File: src/rtl/halt_watchdog_pkg.sv
// Shared types and constants for the halt watchdog: FSM state encoding and default run budget.
package halt_watchdog_pkg;

    typedef enum logic [1:0] {
        ST_IDLE    = 2'd0,
        ST_RUN     = 2'd1,
        ST_HALTED  = 2'd2,
        ST_TIMEOUT = 2'd3
    } wd_state_e;

    localparam int unsigned TIMEOUT_CYCLES_DEF = 32'd100000;
    localparam int unsigned CNT_W_DEF          = 32'd32;
    localparam int unsigned HCNT_W_DEF         = 32'd8;

endpackage

File: src/rtl/halt_watchdog_if.sv
// Control and status bundle between the core controller (master) and the halt watchdog (slave).
interface halt_watchdog_if #(
    parameter int unsigned CNT_W  = 32,
    parameter int unsigned HCNT_W = 8
) ();
    logic              halt_act;
    logic              enable;
    logic              clear;
    logic [1:0]        state;
    logic              done;
    logic              timed_out;
    logic [CNT_W-1:0]  cycle_cnt;
    logic [HCNT_W-1:0] halt_cnt;

    modport master (
        output halt_act, enable, clear,
        input  state, done, timed_out, cycle_cnt, halt_cnt
    );

    modport slave (
        input  halt_act, enable, clear,
        output state, done, timed_out, cycle_cnt, halt_cnt
    );
endinterface

File: src/rtl/halt_watchdog_edge_det.sv
// Rising-edge detector for halt_act; the delayed copy resets low so a high input right after reset is an edge.
module halt_edge_det (
    input  logic CLK,
    input  logic RST,
    input  logic in,
    output logic edge_o
);
    logic halt_q_r;

    // Track the previous level of the input every cycle regardless of FSM state.
    always_ff @(posedge CLK or posedge RST) begin
        if (RST) begin
            halt_q_r <= 1'b0;
        end else begin
            halt_q_r <= in;
        end
    end

    assign edge_o = in & ~halt_q_r;
endmodule

File: src/rtl/halt_watchdog.sv
// Supervises one run of the halt unit: ends in HALTED on a halt edge or TIMEOUT after the cycle budget.
module halt_watchdog
    import halt_watchdog_pkg::*;
#(
    parameter int unsigned TIMEOUT_CYCLES = TIMEOUT_CYCLES_DEF,
    parameter int unsigned CNT_W          = CNT_W_DEF,
    parameter int unsigned HCNT_W         = HCNT_W_DEF
) (
    input logic           CLK,
    input logic           RST,
    halt_watchdog_if.slave bus
);
    localparam logic [CNT_W-1:0]  CNT_MAX     = '1;
    localparam logic [HCNT_W-1:0] HCNT_MAX    = '1;
    localparam logic [CNT_W-1:0]  TIMEOUT_VAL = CNT_W'(TIMEOUT_CYCLES);

    wd_state_e         state_r;
    logic              done_r;
    logic              timed_out_r;
    logic [CNT_W-1:0]  cycle_cnt_r;
    logic [HCNT_W-1:0] halt_cnt_r;
    logic [CNT_W-1:0]  cnt_inc_s;
    logic [HCNT_W-1:0] hcnt_inc_s;
    logic              halt_edge_s;

    halt_edge_det u_edge_det (
        .CLK    (CLK),
        .RST    (RST),
        .in     (bus.halt_act),
        .edge_o (halt_edge_s)
    );

    // Saturating next values for both counters.
    always_comb begin
        cnt_inc_s  = cycle_cnt_r;
        hcnt_inc_s = halt_cnt_r;
        if (cycle_cnt_r != CNT_MAX) begin
            cnt_inc_s = cycle_cnt_r + CNT_W'(1);
        end else begin
            cnt_inc_s = cycle_cnt_r;
        end
        if (halt_cnt_r != HCNT_MAX) begin
            hcnt_inc_s = halt_cnt_r + HCNT_W'(1);
        end else begin
            hcnt_inc_s = halt_cnt_r;
        end
    end

    // Watchdog FSM with its registered status flags and counters; clear overrides every state.
    always_ff @(posedge CLK or posedge RST) begin
        if (RST) begin
            state_r     <= ST_IDLE;
            done_r      <= 1'b0;
            timed_out_r <= 1'b0;
            cycle_cnt_r <= '0;
            halt_cnt_r  <= '0;
        end else if (bus.clear) begin
            state_r     <= ST_IDLE;
            done_r      <= 1'b0;
            timed_out_r <= 1'b0;
            cycle_cnt_r <= '0;
        end else begin
            case (state_r)
                ST_IDLE: begin
                    cycle_cnt_r <= '0;
                    if (bus.enable) begin
                        state_r <= ST_RUN;
                    end
                end
                ST_RUN: begin
                    // A halt edge beats a coincident timeout.
                    if (halt_edge_s) begin
                        state_r     <= ST_HALTED;
                        done_r      <= 1'b1;
                        cycle_cnt_r <= cnt_inc_s;
                        halt_cnt_r  <= hcnt_inc_s;
                    end else if (cycle_cnt_r >= TIMEOUT_VAL) begin
                        state_r     <= ST_TIMEOUT;
                        timed_out_r <= 1'b1;
                    end else begin
                        cycle_cnt_r <= cnt_inc_s;
                    end
                end
                ST_HALTED, ST_TIMEOUT: begin
                    state_r <= state_r;
                end
                default: begin
                    state_r     <= ST_IDLE;
                    done_r      <= 1'b0;
                    timed_out_r <= 1'b0;
                    cycle_cnt_r <= '0;
                end
            endcase
        end
    end

    assign bus.state     = state_r;
    assign bus.done      = done_r;
    assign bus.timed_out = timed_out_r;
    assign bus.cycle_cnt = cycle_cnt_r;
    assign bus.halt_cnt  = halt_cnt_r;
endmodule

File: src/flat_wrapper.sv
// flat-port wrapper written by rule: the top's interface ports become plain ports
module halt_watchdog_flat import halt_watchdog_pkg::*;
#(
    parameter int unsigned TIMEOUT_CYCLES = TIMEOUT_CYCLES_DEF,
    parameter int unsigned CNT_W          = CNT_W_DEF,
    parameter int unsigned HCNT_W         = HCNT_W_DEF
)
  (CLK, RST, bus_halt_act, bus_enable, bus_clear, bus_state, bus_done, bus_timed_out, bus_cycle_cnt, bus_halt_cnt);
  halt_watchdog_if #(.CNT_W(CNT_W), .HCNT_W(HCNT_W)) bus_i ();
  input logic CLK;
  input logic RST;
  input wire logic [$bits(bus_i.halt_act)-1:0] bus_halt_act;
  input wire logic [$bits(bus_i.enable)-1:0] bus_enable;
  input wire logic [$bits(bus_i.clear)-1:0] bus_clear;
  output wire logic [$bits(bus_i.state)-1:0] bus_state;
  output wire logic [$bits(bus_i.done)-1:0] bus_done;
  output wire logic [$bits(bus_i.timed_out)-1:0] bus_timed_out;
  output wire logic [$bits(bus_i.cycle_cnt)-1:0] bus_cycle_cnt;
  output wire logic [$bits(bus_i.halt_cnt)-1:0] bus_halt_cnt;
  assign bus_i.halt_act = bus_halt_act;
  assign bus_i.enable = bus_enable;
  assign bus_i.clear = bus_clear;
  assign bus_state = bus_i.state;
  assign bus_done = bus_i.done;
  assign bus_timed_out = bus_i.timed_out;
  assign bus_cycle_cnt = bus_i.cycle_cnt;
  assign bus_halt_cnt = bus_i.halt_cnt;
  halt_watchdog #(.TIMEOUT_CYCLES(TIMEOUT_CYCLES), .CNT_W(CNT_W), .HCNT_W(HCNT_W)) u_core (.CLK(CLK), .RST(RST), .bus(bus_i));
endmodule
File: config.mk
export PLATFORM = sky130hd
export DESIGN_NAME = halt_watchdog_flat
export DESIGN_NICKNAME = d
export VERILOG_FILES = /design/src/rtl/halt_watchdog_pkg.sv /design/src/rtl/halt_watchdog_if.sv /design/src/rtl/halt_watchdog_edge_det.sv /design/src/rtl/halt_watchdog.sv /design/src/flat_wrapper.sv
export SDC_FILE = /design/constraint.sdc
export NUM_CORES = 1
export LEC_CHECK = 0
export CAP_MARGIN = 25
export CORE_ASPECT_RATIO = 0.6
export CORE_UTILIZATION = 50
export CTS_BUF_LIST = sky130_fd_sc_hd__clkbuf_8
export DETAILED_ROUTE_END_ITERATION = 16
export PLACE_DENSITY = 0.78
export SLEW_MARGIN = 20
export SYNTH_ARGS = -nofsm -noshare
export SYNTH_HDL_FRONTEND = slang
export SYNTH_SLANG_ARGS = --single-unit
export TNS_END_PERCENT = 5
File: constraint.sdc
create_clock -name CLK -period 3 [get_ports CLK]
set_clock_uncertainty 0.15 [all_clocks]
set_input_delay 0.9 -clock CLK [delete_from_list [all_inputs] [get_ports CLK]]
set_output_delay 0.9 -clock CLK [all_outputs]
set_load 0.005 [all_outputs]
==> results.md <==
Placed design:
- Buffers placed on the I/O ports in this run total 48.
- The HPWL after detailed placement is 4980 um.
- In this run the cell area measured after placement is 3190 sq um.
- The routability-driven placement congestion ratio is 0.851.

Route:
- After detailed routing, the number of vias per cell comes to about 6.2.
- The wire length per cell after detailed routing is between 15 and 20 um.
- The number of iterations in the first detailed-routing pass is 5.
- After detailed routing, the total wire length is between 7000 and 8000 um.
- The number of nets with antenna violations after detailed routing is 0.
- In the routed design, unresolved DRC markers number 0.
- The number of vias in the routed layout is approximately 2,500.
- The iteration-0 DRC count of the detailed router is between 150 and 200.

Critical path:
- The worst setup path is launched from a flip-flop.
- The maximum cell stage delay along the critical path is 0.57 ns.
- The critical path data arrival time is ~2.9 ns.
- Data on the critical path is required at its endpoint by approximately 3 ns.
- The slowest stage cell on the critical path is sky130_fd_sc_hd__or4_1.
- The critical path contains buffers and inverters numbering 0 combined.
- Traced cell by cell, the critical path runs through or4_1 -> nor4_1 -> and3_2 -> a21oi_1 -> o2bb2ai_1 -> a221o_1.
- The maximum fanout along the worst path is 8.
- STA classifies the critical path endpoint as a flip-flop.
- The category of the critical setup timing path is reg -> reg.
- The kind of cell adding the most delay to the critical path is simple AND/OR/NAND/NOR gates.

Yosys:
- The average instance in the mapped netlist occupies between 9 and 10 sq um.
- The cell area after technology mapping is about 2700 sq um.
- The number of flip-flops and latches in the synthesized netlist is between 40 and 50.
- After technology mapping, the gate count stands at 285.
- The share of synthesized flip-flops with an asynchronous set or reset is 1.00.
- The count of cell types in the netlist is 48.
- The net count after synthesis is 293.
- The number of enable flip-flop cells after synthesis is 0.
- During synthesis, Yosys emitted a total of 0 warnings.
- The most used flip-flop cell after synthesis is sky130_fd_sc_hd__dfrtp_1.
- The share of the Yosys chip area taken by registers is 0.417.

CTS:
- The clock-pin transition on the worst setup and hold timing paths is ~0.090 ns.
- The CTS tree is done.
- The clock passes through at most 2 buffers.
- Buffers inserted during clock tree synthesis total 5.
- CTS saw 45 sinks.
- Once the clock tree was built, the setup fixing pass inserted 0 buffers.
- The count of cells resized by post-cts repair is 0.
- The maximum level of the CTS H-tree is 2.
- CTS placed an instance of sky130_fd_sc_hd__clkbuf_8 at the clock tree root.
- The cts-stage hold buffer count is 0.
- The clock latency at the later pin of the worst-skew pair is ~0.3 ns.

Die:
- For this configuration, the core starts out at a cell density of 0.527.
- The die is about 97 um wide.
- After floorplanning, the core was sized to cover around 5100 sq um.
- The number of core rows is 20.
- The count of pins on the block boundary is 49.
- The area of the die is between 5000 and 6000 sq um.
- The die height is about 60 um.

Power:
- The largest voltage drop on the vdd net is between 0.2 and 0.3 mV.
- The leakage power is 1.37 nW.
- For this design the ratio of total power to cell area is approximately 360 nW/um^2.

Global routing:
- The initial antenna violation count was 0.
- The pin count of the biggest net entering global routing is 26.
- The first global-routing pass estimated about 12,000 um of wire.
- The total routing resource utilization after global routing is 0.265.
- The total overflow left after global routing is 0.
- The via count of the first global-routing pass is roughly 2,300.

STA:
- The worst path needs 2.82 ns of the cycle, external delays included.
- Based on the critical path, the design can be clocked at up to about 360 MHz.
- Of the available clock period, the critical path in the final layout requires 0.939.
- For the pin with the worst max-slew slack, the measured transition is around 0.78 ns.
- Setup repair after global routing left no endpoint under its margin.
- The number of max-slew violations in the final report is 0.
- The number of hold violations in the final report is 0.
- The total negative slack for setup checks is 0 ns.
- The number of setup violations in the final report is 0.
- The worst-case headroom to the max-slew limit is 0.476.

Finish:
- The layout net count is between 300 and 400.
- The count of inserted antenna diode cells is 0.
- After filler insertion, the fill cell instance count of the layout stands at between 400 and 500.
- The top cell types in the final layout, fill and taps aside, are 48 x sky130_fd_sc_hd__clkdlybuf4s50_1, 45 x sky130_fd_sc_hd__dfrtp_1, 38 x sky130_fd_sc_hd__a31oi_1.
- The synthesis-to-layout area growth is 21.4%.
- Leaving out fill and tap cells, the most frequent cell in the layout is sky130_fd_sc_hd__clkdlybuf4s50_1.
- Summing all non-filler instances in the final layout gives an area of 3280 sq um.
- The share of post-route cells with drive strength above 1 is 0.124.

Outcome:
- The run finished with clean final reports.

Flow run:
- Max-cap violations in this run came to 0.

Min path:
- The class of the most critical hold timing path is reg -> reg.
==> state kept, by name, indices dropped and copies added, names as in the netlist <==
| signal | count |
|---|---|
| u_core.bus.cycle_cnt | 32 |
| u_core.bus.timed_out | 1 |
| u_core.u_edge_det.halt_q_r | 1 |
| u_core.bus.state | 2 |
| u_core.bus.done | 1 |
| u_core.bus.halt_cnt | 8 |
==> layer usage <==
metal  share of wire  track usage  up-vias
li1                -            -     1188
met2            0.42        0.374      114
met3           0.084       0.0570        7
met4          0.0073       0.0810        0
met1            0.49        0.404     1186
met5               0            0        -
==> stage by stage <==
step | hold slack [ns] | util | total power [W] | setup slack, ns | instances
3_5_place_dp | 0.336 | 0.623 | 0.000817 | 0.119 | 398
3_3_place_gp | 0.340 | 0.623 | 0.000812 | 0.183 | 398
2_1_floorplan | 0.334 | - | 0.000751 | 0.324 | 285
5_1_grt | 0.391 | 0.640 | 0.00125 | 0.0979 | 405
6_report | 0.342 | 0.640 | 0.00119 | 0.184 | 405
4_1_cts | 0.347 | 0.640 | 0.00120 | 0.241 | 405
==> cell usage after synthesis, types with 2 or more instances <==
cell type / instances / share of area
sky130_fd_sc_hd__xor2_1: 3 / 0.0097
sky130_fd_sc_hd__o21ai_0: 13 / 0.024
sky130_fd_sc_hd__nand3_1: 18 / 0.033
sky130_fd_sc_hd__clkbuf_8: 7 / 0.036
sky130_fd_sc_hd__buf_6: 4 / 0.017
sky130_fd_sc_hd__nor3_1: 6 / 0.011
sky130_fd_sc_hd__or2b_2: 4 / 0.013
sky130_fd_sc_hd__ha_1: 3 / 0.014
sky130_fd_sc_hd__a31oi_1: 38 / 0.088
sky130_fd_sc_hd__a41oi_1: 5 / 0.016
sky130_fd_sc_hd__o21a_1: 4 / 0.011
sky130_fd_sc_hd__or4_1: 2 / 0.0056
sky130_fd_sc_hd__a211o_1: 2 / 0.0065
sky130_fd_sc_hd__inv_1: 9 / 0.013
sky130_fd_sc_hd__dfrtp_1: 45 / 0.42
sky130_fd_sc_hd__and2_1: 2 / 0.0046
sky130_fd_sc_hd__and3_1: 9 / 0.021
sky130_fd_sc_hd__nand4_1: 10 / 0.023
sky130_fd_sc_hd__and3_2: 9 / 0.025
sky130_fd_sc_hd__xnor2_1: 4 / 0.013
sky130_fd_sc_hd__a21oi_1: 14 / 0.026
sky130_fd_sc_hd__nor4_1: 3 / 0.0069
sky130_fd_sc_hd__nand2_1: 31 / 0.043
sky130_fd_sc_hd__nor2_1: 16 / 0.022
==> power breakdown <==
group / switching [W] / total, W / internal (W) / leakage (nW)
sequential: 0.0000276 / 0.000655 / 0.000627 / 0.621
combinational: 0.0000725 / 0.000151 / 0.0000788 / 0.700
clock: 0.000202 / 0.000381 / 0.000180 / 0.0485
total: 0.000302 / 0.00119 / 0.000886 / 1.37
==> cell families after synthesis <==
| family | after synthesis | synth area share |
|---|---|---|
| compound gates | 85 | 0.210 |
| mux | 2 | 0.00787 |
| buf+inv | 23 | 0.0811 |
| fa+ha+maj | 3 | 0.0139 |
| xor+xnor | 7 | 0.0227 |
| flops | 45 | 0.417 |
| simple gates | 120 | 0.248 |
==> worst paths after layout <==
| check | cells after the start | slack (ns) | end | startpoint |
|---|---|---|---|---|
| setup / recovery | 6 | 0.18 | u_core.bus.cycle_cnt[29]$_DFFE_PP0P_ | u_core.bus.cycle_cnt[25]$_DFFE_PP0P_ |
| hold / removal | 1 | 0.34 | u_core.bus.halt_cnt[7]$_DFFE_PP0P_ | u_core.bus.halt_cnt[7]$_DFFE_PP0P_ |
| setup reg to reg | 6 | 0.18 | u_core.bus.cycle_cnt[29]$_DFFE_PP0P_ | u_core.bus.cycle_cnt[25]$_DFFE_PP0P_ |
| hold reg to reg | 1 | 0.34 | u_core.bus.halt_cnt[7]$_DFFE_PP0P_ | u_core.bus.halt_cnt[7]$_DFFE_PP0P_ |
| max in group asynchronous | 3 | 1.36 | u_core.bus.cycle_cnt[11]$_DFFE_PP0P_ | RST |
| min in group asynchronous | 2 | 0.80 | u_core.u_edge_det.halt_q_r$_DFF_PP0_ | RST |
==> layout make-up <==
| type | instances | area (sq um) | share of cell area |
|---|---|---|---|
| Multi-Input combinational cell | 217 | 1360 | 0.415 |
| Sequential cell | 45 | 1130 | 0.343 |
| Timing Repair Buffer | 61 | 591 | 0.180 |
| Clock buffer | 6 | 82.6 | 0.0252 |
| Tap cell | 66 | 82.6 | 0.0252 |
| Inverter | 9 | 33.8 | 0.0103 |
| Clock inverter | 1 | 3.75 | 0.00114 |
(Power assumes the default switching activity.)
